==> src/rtl/mem_loader.sv <==
// Boot loader: streams a length-prefixed, checksummed program image into
// program memory, clears the stack RAM, then releases the core to run.
module mem_loader #(
  parameter int PROG_AW  = 8,
  parameter int STACK_AW = 8
) (
  input  logic        clk,
  input  logic        reset,
  input  logic [15:0] AB,
  input  logic [7:0]  DO,
  input  logic        WE,
  output logic [7:0]  DI,
  output logic        core_reset,
  input  logic        ld_start,
  input  logic        ld_valid,
  input  logic [7:0]  ld_data,
  output logic        ld_ready,
  output logic        ld_busy,
  output logic        ld_err
);

  typedef enum logic [2:0] {
    S_IDLE,
    S_LEN,
    S_LOAD,
    S_CHK,
    S_CLEAR,
    S_RUN,
    S_ERR
  } state_e;

  localparam logic [PROG_AW-1:0]  P_ONE  = PROG_AW'(1);
  localparam logic [STACK_AW-1:0] S_ONE  = STACK_AW'(1);
  localparam logic [STACK_AW-1:0] S_LAST = '1;

  state_e              state_q, state_d;
  logic [PROG_AW-1:0]  len_q, len_d;
  logic [PROG_AW-1:0]  wptr_q, wptr_d;
  logic [STACK_AW-1:0] cptr_q, cptr_d;
  logic [7:0]          csum_q, csum_d;

  logic [7:0] prog_mem  [2**PROG_AW];
  logic [7:0] stack_mem [2**STACK_AW];

  logic                fire;
  logic                prog_we;
  logic                stack_we;
  logic [STACK_AW-1:0] stack_wa;
  logic [7:0]          stack_wd;
  logic                ab_unused;

  assign fire      = ld_valid && ld_ready;
  assign ab_unused = &{1'b0, AB};

  always_ff @(posedge clk) begin
    if (reset) begin
      state_q <= S_IDLE;
      len_q   <= '0;
      wptr_q  <= '0;
      cptr_q  <= '0;
      csum_q  <= '0;
    end else begin
      state_q <= state_d;
      len_q   <= len_d;
      wptr_q  <= wptr_d;
      cptr_q  <= cptr_d;
      csum_q  <= csum_d;
    end
  end

  always_comb begin
    state_d = state_q;
    len_d   = len_q;
    wptr_d  = wptr_q;
    cptr_d  = cptr_q;
    csum_d  = csum_q;
    unique case (state_q)
      S_IDLE, S_RUN, S_ERR: begin
        if (ld_start) state_d = S_LEN;
      end
      S_LEN: begin
        if (fire) begin
          // length 0 wraps to a full 2^PROG_AW image via the pointer compare
          len_d   = PROG_AW'(ld_data);
          wptr_d  = '0;
          csum_d  = '0;
          state_d = S_LOAD;
        end
      end
      S_LOAD: begin
        if (fire) begin
          wptr_d = wptr_q + P_ONE;
          csum_d = csum_q + ld_data;
          if (wptr_q == len_q - P_ONE) state_d = S_CHK;
        end
      end
      S_CHK: begin
        if (fire) begin
          cptr_d  = '0;
          state_d = (ld_data == csum_q) ? S_CLEAR : S_ERR;
        end
      end
      S_CLEAR: begin
        cptr_d = cptr_q + S_ONE;
        if (cptr_q == S_LAST) state_d = S_RUN;
      end
      default: state_d = S_IDLE;
    endcase
  end

  always_comb begin
    ld_ready   = 1'b0;
    ld_busy    = 1'b0;
    ld_err     = 1'b0;
    core_reset = 1'b1;
    DI         = 8'h00;
    prog_we    = 1'b0;
    stack_we   = 1'b0;
    stack_wa   = cptr_q;
    stack_wd   = 8'h00;
    unique case (state_q)
      S_LEN: begin
        ld_ready = 1'b1;
        ld_busy  = 1'b1;
      end
      S_LOAD: begin
        ld_ready = 1'b1;
        ld_busy  = 1'b1;
        prog_we  = fire && !reset;
      end
      S_CHK: begin
        ld_ready = 1'b1;
        ld_busy  = 1'b1;
      end
      S_CLEAR: begin
        ld_busy  = 1'b1;
        stack_we = !reset;
      end
      S_RUN: begin
        core_reset = 1'b0;
        DI = AB[15] ? stack_mem[AB[STACK_AW-1:0]]
                    : prog_mem[AB[PROG_AW-1:0]];
        stack_we = WE && AB[15] && !reset;
        stack_wa = AB[STACK_AW-1:0];
        stack_wd = DO;
      end
      S_ERR: ld_err = 1'b1;
      default: ;
    endcase
  end

  always_ff @(posedge clk) begin
    if (prog_we) prog_mem[wptr_q] <= ld_data;
  end

  always_ff @(posedge clk) begin
    if (stack_we) stack_mem[stack_wa] <= stack_wd;
  end

endmodule

==> config.mk <==
export PLATFORM = sky130hd
export DESIGN_NAME = mem_loader
export DESIGN_NICKNAME = d
export VERILOG_FILES = /design/src/rtl/mem_loader.sv
export SDC_FILE = /design/constraint.sdc
export NUM_CORES = 2
export LEC_CHECK = 0
export ABC_CLOCK_PERIOD_IN_PS = 6750
export CORE_ASPECT_RATIO = 1.2
export CORE_MARGIN = 3
export CORE_UTILIZATION = 40
export DETAILED_ROUTE_END_ITERATION = 16
export SLEW_MARGIN = 30
export SYNTH_ARGS = -nofsm -noshare
export SYNTH_HDL_FRONTEND = slang
export SYNTH_SLANG_ARGS = --single-unit
==> constraint.sdc <==
create_clock -name clk -period 6.75 [get_ports clk]
set_input_delay 1.0125 -clock clk [delete_from_list [all_inputs] [get_ports clk]]
set_output_delay 1.0125 -clock clk [all_outputs]
set_load 0.01 [all_outputs]
==> flow_summary_export.csv <==
group,metric,value,unit
outcome,status,"finished, final reports clean",
die,start_util,40.28,%
timing,fmaxAchievable,158.0,MHz
cts,cts_tree,"yes",
final_layout,drive_gt1_share,27.84,%
critical_path,cp_max_fo,69,
global_routing,grt_pass1_wl,568000,microns
pwr,leakage,54.15,nW
critical_path,worst_ep_required_time,5740,ps
routing,viasPerCell,5.749,
logic_synthesis,syn_area,159900,sq um
critical_path,crit_path_start_kind,"input pin",
timing,finalHoldViolCount,0,
logic_synthesis,ys_seq_area_share,77.35,%
hold_path,worstHoldPathType,"reg -> reg",
global_routing,grt_overflow_total,0,
final_layout,multi_input_area,34410,sq um
pwr,peakVddDrop,0.1944,mV
cts,cts_sinks,4131,
timing,min_period,6328,ps
cts,htreeDepth,5,
logic_synthesis,yosys.cell_types.count,62,
die,dieArea,407400,sq um
global_routing,grt_usage,19.22,%
cts,ctsHoldBuffers,0,
logic_synthesis,synth_nets,7098,
cts,cts_root_buf,"clkbuf_16",
timing,rsz0062_at_grt,"no",
final_layout,nets,7393,
final_layout,design_area,180400,sq um
critical_path,crit_type,"in -> out",
routing,via_count,74052,
logic_synthesis,yosys_warnings,0,
placed_design,io_buffer_count,41,
logic_synthesis,async_flop_share,0,%
final_layout,layout_commonest_cell,"edfxtp_1",
final_layout,register_area,123700,sq um
timing,slew_headroom,30.74,%
final_layout,fillCellCount,32810,
final_layout,mostFrequentLayoutCells,"edfxtp_1 (4096), mux4_2 (1202), nor2_1 (555), clkbuf_16 (391), buf_4 (218)",
die,core-area,397000,sq um
die,rows,253,
logic_synthesis,syn_avg_cell_area,22.69,sq um
timing,fin_crit_sh,93.74,%
routing,drc,0,
routing,antenna_left,0,
cts,cts_buffers,383,
timing,slew_violations,0,
global_routing,grt_max_degree,193,
cts,cts_setup_buffers,0,
job,maxCapViolations,0,
routing,wl,395300,microns
timing,tightest_slew,1039,ps
logic_synthesis,synth-main-ff-cell,"edfxtp_1",
global_routing,grt_pass1_vias,76882,
die,io-pin-count,49,
logic_synthesis,synth_edf_count,4096,
cts,cts_resized,0,
routing,firstDrtPassIters,6,
placed_design,placed_cell_area,168000,sq um
pwr,finalPower,51.72,mW
cts,clk_pin_slew,70,ps
routing,post_drt_wl_per_cell,30.69,microns
placed_design,dp_slack,363.5,ps
timing,clock_skew,41.17,ps
critical_path,endpoint_kind,"primary output",
cts,cts_buffer_depth,4,
critical_path,cp_slowest_stage_delay,610,ps
pwr,powerDensity,286.7,nW/um^2
timing,setup_tns,0,ps
global_routing,antenna_found_initial,21,
critical_path,crit_top_cell,"buf_4",
die,die_w,583.2,microns
timing,setup_slack,422.3,ps
routing,drt_iter0_markers,8384,
critical_path,path_cells,"buf_16 > buf_12 > buf_4 > mux4_2 > mux2i_1 > o211ai_1 > nor4_1 > buf_4 > or4_1 > a21o_1 > o221ai_1 > clkdlybuf4s50_1",
cts,clock_latency,920,ps
timing,setup_violations,0,
die,die_y,698.6,microns
critical_path,arrival,5320,ps
logic_synthesis,synth-seq-cells,4131,
placed_design,gp_congestion,0.8243,
logic_synthesis,syn_inst,7047,
final_layout,syn_to_final_growth,12.80,%
final_layout,post-route-util,45.44,%
critical_path,cpMaxStageDelayCell,"clkdlybuf4s50_1",
placed_design,place_hpwl,242800,microns
-- synthesized netlist by cell type, drive strengths merged (18+ instances only) --
cell type,count,area share [%]
edfxtp,4096,77
mux4,1202,17
nor2,562,1.3
clkbuf,220,0.52
buf,195,0.73
nand2,102,0.24
a22oi,92,0.43
o22ai,71,0.28
a21oi,63,0.20
mux2i,54,0.34
dfxtp,35,0.44
o211ai,32,0.17
nor3,25,0.078
nand3,21,0.066
a211o,20,0.11
mux2,20,0.14
nor4,18,0.070
-- layer usage --
| metal | global-route usage (%) | share of wire, % |
|---|---|---|
| met1 | 25.94 | 39 |
| met2 | 31.80 | 50 |
| met3 | 3.298 | 7.2 |
| met4 | 6.291 | 3.5 |
| met5 | 0 | 0.026 |
-- logic make-up (layout without fill, tap and decap cells) --
| group | Yosys count | in the layout | synth area share (%) |
|---|---|---|---|
| buffers and inverters | 426 | 1026 | 1.268 |
| xor gates and xnor gates | 25 | 25 | 0.1369 |
| AOI/OAI and AO/OA | 348 | 348 | 1.529 |
| adders and majority gates | 14 | 14 | 0.1142 |
| and+or+nand+nor | 827 | 827 | 2.191 |
| muxes | 1276 | 1276 | 17.41 |
| DFF | 4131 | 4131 | 77.35 |
| other | 0 | 6 | 0 |
-- flip-flops by register name, indices dropped and copies added (netlist names) --
name	count
csum_q	8
stack_mem	2048
state_q	3
prog_mem	2048
len_q	8
wptr_q	8
cptr_q	8
-- stage by stage --
step	std cells	hold WS, ps
floorplan	7047	447.8
global placement	12182	478.6
detailed placement	12182	463.8
CTS	12872	449.9
global route	12876	492.3
finish	12880	477.4
-- worst max-delay path: cells and delay by family --
family / cells / cell delay [ps]
compound gates: 3 / 600
buf+inv: 5 / 1900
simple gates: 2 / 840
mux: 2 / 850
-- final cells by class --
cell class / instances / share of cell area (%)
flip-flops and latches: 4131 / 68.58
well taps: 5227 / 3.626
multi-input cells: 2490 / 19.08
clock inverters: 213 / 1.181
repair buffers: 325 / 1.877
diodes: 6 / 0.008324
clock buffers: 477 / 5.631
inverters: 11 / 0.02289
-- report_power, final --
part | internal (mW) | leakage (nW) | total (mW) | switching (mW)
Combinational | 0.952 | 11.4 | 2.25 | 1.29
Sequential | 28.0 | 36.8 | 28.0 | 0.0127
Clock | 12.2 | 5.99 | 21.5 | 9.27
Total | 41.1 | 54.2 | 51.7 | 10.6
-- path summary, 6_finish.rpt --
check | slack (ps) | cells past startpoint | from | to
setup / recovery | 420 | 12 | AB[0] | DI[3]
hold / removal | 480 | 2 | len_q[7]$_SDFFE_PP0P_ | len_q[7]$_SDFFE_PP0P_
hold reg to reg | 480 | 2 | len_q[7]$_SDFFE_PP0P_ | len_q[7]$_SDFFE_PP0P_
setup reg to reg | 2360 | 7 | state_q[0]$_SDFFE_PP0P_ | stack_mem[231][1]$_DFFE_PP_
(Power assumes the default switching activity.)
